--- src/rtl/line_refill.sv ---
// line_refill: fetches one cache line as BEATS memory beats, packs them and writes the line to the data RAM.
// Critical-word-first fill order is enabled by defining LINE_REFILL_CWF_EN.
module line_refill #(
    parameter int LINE_W  = 128,
    parameter int BEAT_W  = 32,
    parameter int DEPTH   = 128,
    parameter int ADDRW   = $clog2(DEPTH),
    parameter int PADDR_W = 32
) (
    input  logic               clk,
    input  logic               rst_n,
    input  logic               req_valid,
    output logic               req_ready,
    input  logic [ADDRW-1:0]   req_idx,
    input  logic [PADDR_W-1:0] req_addr,
    output logic               mem_ar_valid,
    input  logic               mem_ar_ready,
    output logic [PADDR_W-1:0] mem_ar_addr,
    input  logic               mem_r_valid,
    output logic               mem_r_ready,
    input  logic [BEAT_W-1:0]  mem_r_data,
    output logic               ram_we,
    output logic [ADDRW-1:0]   ram_a,
    output logic [LINE_W-1:0]  ram_di,
    output logic               done_valid,
    output logic [ADDRW-1:0]   done_idx
);
    localparam int BEATS = LINE_W / BEAT_W;
    localparam int CNT_W = (BEATS > 1) ? $clog2(BEATS) : 1;
    localparam int LOFF  = $clog2(LINE_W / 8);

    typedef enum logic [1:0] {
        IDLE  = 2'd0,
        ADDR  = 2'd1,
        DATA  = 2'd2,
        WRITE = 2'd3
    } state_t;

    state_t                          state_q;
    logic [CNT_W-1:0]                cnt_q;
    logic [ADDRW-1:0]                idx_q;
    logic [PADDR_W-1:0]              addr_q;
    logic [BEATS-1:0][BEAT_W-1:0]    line_q;

    logic [CNT_W-1:0]                off;
    logic [CNT_W:0]                  slot_sum;
    logic [CNT_W-1:0]                slot;
    logic                            beat_take;

`ifdef LINE_REFILL_CWF_EN
    localparam int BOFF = $clog2(BEAT_W / 8);
    localparam logic [PADDR_W-1:0] AR_MASK = ~PADDR_W'((64'd1 << BOFF) - 64'd1);
    // Memory returns a wrapping burst starting at the missed word.
    assign off = addr_q[LOFF-1:LOFF-CNT_W];
`else
    localparam logic [PADDR_W-1:0] AR_MASK = ~PADDR_W'((64'd1 << LOFF) - 64'd1);
    assign off = '0;
`endif

    assign beat_take = (state_q == DATA) && mem_r_valid;
    assign slot_sum  = {1'b0, off} + {1'b0, cnt_q};
    assign slot      = (slot_sum >= (CNT_W + 1)'(BEATS)) ? CNT_W'(slot_sum - (CNT_W + 1)'(BEATS))
                                                         : slot_sum[CNT_W-1:0];

    always_ff @(posedge clk or negedge rst_n) begin
        if (!rst_n) begin
            state_q <= IDLE;
            cnt_q   <= '0;
            idx_q   <= '0;
            addr_q  <= '0;
        end else begin
            case (state_q)
                IDLE: begin
                    if (req_valid) begin
                        idx_q   <= req_idx;
                        addr_q  <= req_addr;
                        cnt_q   <= '0;
                        state_q <= ADDR;
                    end
                end
                ADDR: begin
                    if (mem_ar_ready) state_q <= DATA;
                end
                DATA: begin
                    if (mem_r_valid) begin
                        if (cnt_q == CNT_W'(BEATS - 1)) begin
                            cnt_q   <= '0;
                            state_q <= WRITE;
                        end else begin
                            cnt_q <= cnt_q + CNT_W'(1);
                        end
                    end
                end
                WRITE:   state_q <= IDLE;
                default: state_q <= IDLE;
            endcase
        end
    end

    // Partial lines are discarded on reset; a new refill overwrites every slice.
    always_ff @(posedge clk or negedge rst_n) begin
        if (!rst_n) begin
            line_q <= '0;
        end else if (beat_take) begin
            line_q[slot] <= mem_r_data;
        end
    end

    assign req_ready    = (state_q == IDLE);
    assign mem_ar_valid = (state_q == ADDR);
    assign mem_r_ready  = (state_q == DATA);
    assign ram_we       = (state_q == WRITE);
    assign done_valid   = (state_q == WRITE);
    assign mem_ar_addr  = addr_q & AR_MASK;
    assign ram_a        = idx_q;
    assign done_idx     = idx_q;
    assign ram_di       = line_q;

endmodule

--- config.mk ---
export PLATFORM = sky130hd
export DESIGN_NAME = line_refill
export DESIGN_NICKNAME = d
export VERILOG_FILES = /design/src/rtl/line_refill.sv
export SDC_FILE = /design/constraint.sdc
export NUM_CORES = 1
export LEC_CHECK = 0
export ABC_AREA = 1
export BUFFER_PORTS_ARGS = -buffer_cell sky130_fd_sc_hd__buf_2
export CAP_MARGIN = 20
export CELL_PAD_IN_SITES_DETAIL_PLACEMENT = 0
export CELL_PAD_IN_SITES_GLOBAL_PLACEMENT = 1
export CORE_MARGIN = 4
export CORE_UTILIZATION = 37
export CTS_CLUSTER_SIZE = 12
export DETAILED_ROUTE_END_ITERATION = 10
export HOLD_SLACK_MARGIN = 0.12
export PLACE_DENSITY = 0.86
export SLEW_MARGIN = 20
export SYNTH_ARGS = -nofsm -noshare
export SYNTH_HDL_FRONTEND = slang
export SYNTH_SLANG_ARGS = --single-unit
--- constraint.sdc ---
create_clock -name clk -period 1.6 [get_ports clk]
set_input_delay 0.48 -clock clk [delete_from_list [all_inputs] [get_ports clk]]
set_output_delay 0.48 -clock clk [all_outputs]
set_load 0.05 [all_outputs]
; After elaboration in Yosys (flattened, before gate mapping)
; Index checks and enable logic that the tools add are counted.
; W data, S select, Z words.
[totals]
register_bits = 171
input_bits = 76
[classes]
n_eq_ne = 8
n_reduce_logical = 7
add_sub_neg = 2
n_lt_le_gt_ge = 3
muxes = 13
[op_table]
columns = operator, n
row1 = $bwmux W128, 1
row2 = $demux W32 S2, 1
row3 = $mux W32, 1
row4 = $mux W2, 8
row5 = $pmux W2 S4, 1
row6 = $eq A2 B2 Y1 const B, 3
row7 = $ne A2 B1 Y1 const B, 2
row8 = $ne A2 B2 Y1 const B, 2
row9 = $pmux W2 S2, 1
row10 = $reduce_and A4 Y1, 1
row11 = $ge A2 B3 Y1 const B, 1
row12 = $lt A2 B3 Y1 const B, 1
row13 = $reduce_and A3 Y1, 1
row14 = $add A2 B1 Y2 const B, 1
row15 = $eq A2 B1 Y1 const B, 1
row16 = $ge A2 B1 Y1 const B, 1
row17 = $logic_and A1 B1 Y1, 2
row18 = $logic_not A2 Y1, 1
row19 = $reduce_and A2 Y1, 1
row20 = $reduce_bool A2 Y1, 1
row21 = $sub A2 B1 Y2 const B, 1

; Longest topological paths before layout
[logic_depth]
ltp_word = 7
mapped_depth = 8
mapped_depth_nobuf = 8

; Least setup slack after synthesis
; OpenSTA, ideal clock, no wires.
[synth_path]
path_kind = register -> register
from = reg state_q[0]
to = reg cnt_q[0]
period_less_slack_ns = 1.703
stages_incl_launch_ff = 9
t_arrival_ns = 1.586
path_slack_ns = -0.103
cell_sequence = dfrtp_1 -> inv_1 -> ha_1 -> buf_2 -> nand2_1 -> nand2_1 -> nand2_1 -> nand2_1 -> nand2_1
[synth_via]
elab_chain_cells = 3
word_cells_on_any_way = 7
[synth_lines]
columns = element, line_no
row1 = start: declaration, 39  ; state_t state_q;
row2 = start signal: assignment, 67  ; state_q <= IDLE;
row3 = start signal: assignment, 78  ; state_q <= ADDR;
row4 = start signal: assignment, 82  ; if (mem_ar_ready) state_q <= DATA;
row5 = $logic_not A2 Y1 *, --
row6 = via req_ready, 13  ; output logic req_ready,
row7 = $ne A2 B2 Y1 (no line) / $reduce_bool A2 Y1 (equally long branches), --
row8 = $reduce_and A3 Y1 (no line), --
row9 = end signal: assignment, 90  ; cnt_q <= cnt_q + CNT_W'(1);
row10 = end: declaration, 40  ; logic [CNT_W-1:0] cnt_q;
; Mark *: on every way through the listed nets, which the timed path passes. The rest lies on a longest branch.
; A chain may end at the register's enable or synchronous reset.

; Worst setup path in the final report
[layout_path]
from = reg state_q[1]
to = out ram_we
[layout_via]
elab_chain_cells = 1
[layout_lines]
columns = element, line_no
row1 = $eq A2 B2 Y1, 112  ; assign ram_we = (state_q == WRITE);
row2 = end: declaration, 22  ; output logic ram_we,
; No other way between the ends.

==> qor.txt <==
Clk pin slew, worst setup/hold paths: 0.07 ns
Run status: complete, but fails checks
CP dominant cell by count: buf_6
CP max stage delay: 0.42 ns
Failing checks: setup timing
Endpoints failing setup: 5
Vias in the first global route: 5159
Post-Syn Instances: 657
First-pass GRT wire length: 27.02 mm
Antenna cell count: 0
Max-cap viol count: 0
CP top delay family: flip-flops
Synth Area in Adders: 1.817%
EDFF count, synth: 0
Sequential share of the synthesized area: 60.69%
Initial antenna violation count: 0
IO Port Bufs: 246
Fmax: 557.7 MHz
Dpl hpwl: 12.01 mm
CP arrival: 1.31 ns
Drt total wl: 17.05 mm
Multiplexer area fraction after synthesis: 0%
WL per Instance: 14.91 um
Req. time, crit path: 1.12 ns
I/O pins: 255
Fin crit period: 1.793 ns
Post-place setup slack: 0.1253 ns
Layout fillers: 1716
CTS root buffer: clkbuf_16
Clock network latency to the later pin of the worst-skew pair: 0.42 ns
Vias per cell: 4.531
Largest area contributor in the netlist: dfrtp_1
Die area: 20860 um^2
Core area: 18150 um^2
DR iter-0 viols: 181
DRT antenna net count: 0
Final hold viol count: 0
Pins over their slew limit: 0
CP cell instances: buf_6 -> ha_4 -> buf_6
Largest net degree at the start of global routing: 39
Hold Crit Class: in2reg
Rows: 49
Area Growth Syn to Fin: 31.46%
Max Buffers Root-to-Sink: 2
Slowest cell on crit path: dfrtp_1
Drt first pass iters: 5
Multi-input gate area: 2187 um^2
Clock Skew: 0.01103 ns
Post-Syn Area per Cell: 10.48 um^2
CTS tree: yes
Worst path buffer plus inverter count: 2
Post-synth ARST share: 100.0%
Post-Syn Area: 6885 um^2
Simple-gate area share of the yosys netlist: 15.94%
Top-area cell type share of the netlist area: 60.69%
Via count: 5184
CP Class: reg2out
Residual DRC: 0
Synth unique cells: 16
Layout Utilization: 49.88%
CP startpoint kind: flip-flop
Die Width: 144.4 um
CP Max Fanout: 3
Clock sinks: 167
Num CTS Buffers: 17
Total gr overflow: 0
Period utilisation layout: 112.1%
Crit. End Element: primary output
Largest family of logic cells by synthesized area: simple AND/OR/NAND/NOR gates
Total Routing Usage GR: 16.46%
Share of cells above drive strength 1: 41.86%
Die Span Y: 144.4 um
H-tree Lvls: 4
Commonest cells post-synth: nand2_1, dfrtp_1, o21ai_2, o21ai_1, inv_1
Most frequent cell after synthesis: nand2_1
Routability cong.: 0.7395
Synth Register Bits: 167
Worst Setup Slack, final: -0.1931 ns
Reg area: 4179 um^2
Starting Density: 37.94%
Dominant cells by area after synthesis: dfrtp_1, nand2_1, o21ai_2
Top_reg_cell synth: dfrtp_1
Synthesis Warnings: 0
Layout Nets: 988
Compound-Gate Fraction of Synth Area: 12.96%
Synth Area in XOR/XNOR: 0%
RSZ-0062 raised after global routing: true
## layer usage
| layer | up-vias | share of wire, % | wire, um | track usage, % |
|---|---|---|---|---|
| met5 | - | 0 | 0 | 0 |
| met1 | 2401 | 45 | 7658 | 21.71 |
| met3 | 13 | 7.4 | 1256 | 4.663 |
| met4 | 0 | 1.1 | 192 | 4.958 |
| li1 | 2600 | - | - | - |
| met2 | 170 | 47 | 7945 | 26.51 |
## cell families after synthesis
kind of cell,after synthesis
and+or+nand+nor,262
buffers and inverters,89
AOI/OAI and AO/OA,128
adders and majority gates,10
DFF,167
other,1
## layout make-up
cell class | instances | share of cell area [%]
repair buffers | 272 | 18.50
inverters | 40 | 1.686
clock inverters | 12 | 1.272
multi-input cells | 404 | 24.16
well taps | 229 | 3.166
flip-flops and latches | 167 | 46.17
clock buffers | 20 | 5.046
## cell usage in the layout (no fill, tap or decap), types with 3 or more instances in the layout
| master | n |
|---|---|
| dfrtp_1 | 167 |
| nand3_4 | 4 |
| nand3_1 | 37 |
| inv_1 | 38 |
| ha_4 | 4 |
| inv_6 | 4 |
| nand2_2 | 4 |
| clkinv_2 | 3 |
| buf_6 | 6 |
| buf_4 | 7 |
| buf_8 | 4 |
| clkbuf_16 | 17 |
| buf_2 | 239 |
| o21ai_2 | 67 |
| nand2_1 | 213 |
| conb_1 | 4 |
| o21ai_1 | 61 |
| buf_12 | 14 |
| ha_1 | 6 |
## state kept, by name, summed over array words and instances, names as in the netlist
signal / cells
state_q: 2
ram_di: 128
addr_q: 28
cnt_q: 2
done_idx: 7
## through the flow
stage	hold slack (ns)	area, um^2	TNS [ns]	instances
6_report	0.2864	9051	-0.8846	1144
4_1_cts	0.2571	9016	-1.020	1142
3_5_place_dp	0.4233	8335	0	1109
5_1_grt	0.2746	9051	-1.453	1144
2_1_floorplan	0.1844	6902	0	660
3_3_place_gp	0.4166	8335	0	1109
## final timing paths
kind	slack, ns	endpoint	cells after the start	startpoint
max in group asynchronous	0.54	ram_di[82]$_DFFE_PN0P_	3	rst_n
hold / removal	0.29	addr_q[23]$_DFFE_PN0P_	3	req_addr[23]
setup / recovery	-0.19	ram_we	3	state_q[1]$_DFFE_PN0P_
setup reg to reg	0.07	ram_di[72]$_DFFE_PN0P_	7	state_q[1]$_DFFE_PN0P_
min in group asynchronous	0.54	ram_di[10]$_DFFE_PN0P_	2	rst_n
hold reg to reg	0.47	addr_q[28]$_DFFE_PN0P_	2	addr_q[28]$_DFFE_PN0P_
## worst register-to-register path: stages, from the launching register on
cell and delay, ns:
dfrtp_1 0.42, buf_4 0.15, ha_1 0.16, buf_4 0.17
nand3_4 0.12, buf_12 0.24, nand2_1 0.12, o21ai_2 0.07
## timing repair
action,in CTS,in global routing
setup buffers,0,2
endpoints found under the hold margin,28,0
gates resized for setup,24,7
hold buffers,1,0
pin swaps,0,1
endpoints found under the setup margin,5,6
Power is not shown: default switching activity piles up to over one toggle a cycle in this logic, so the estimate is an artifact.
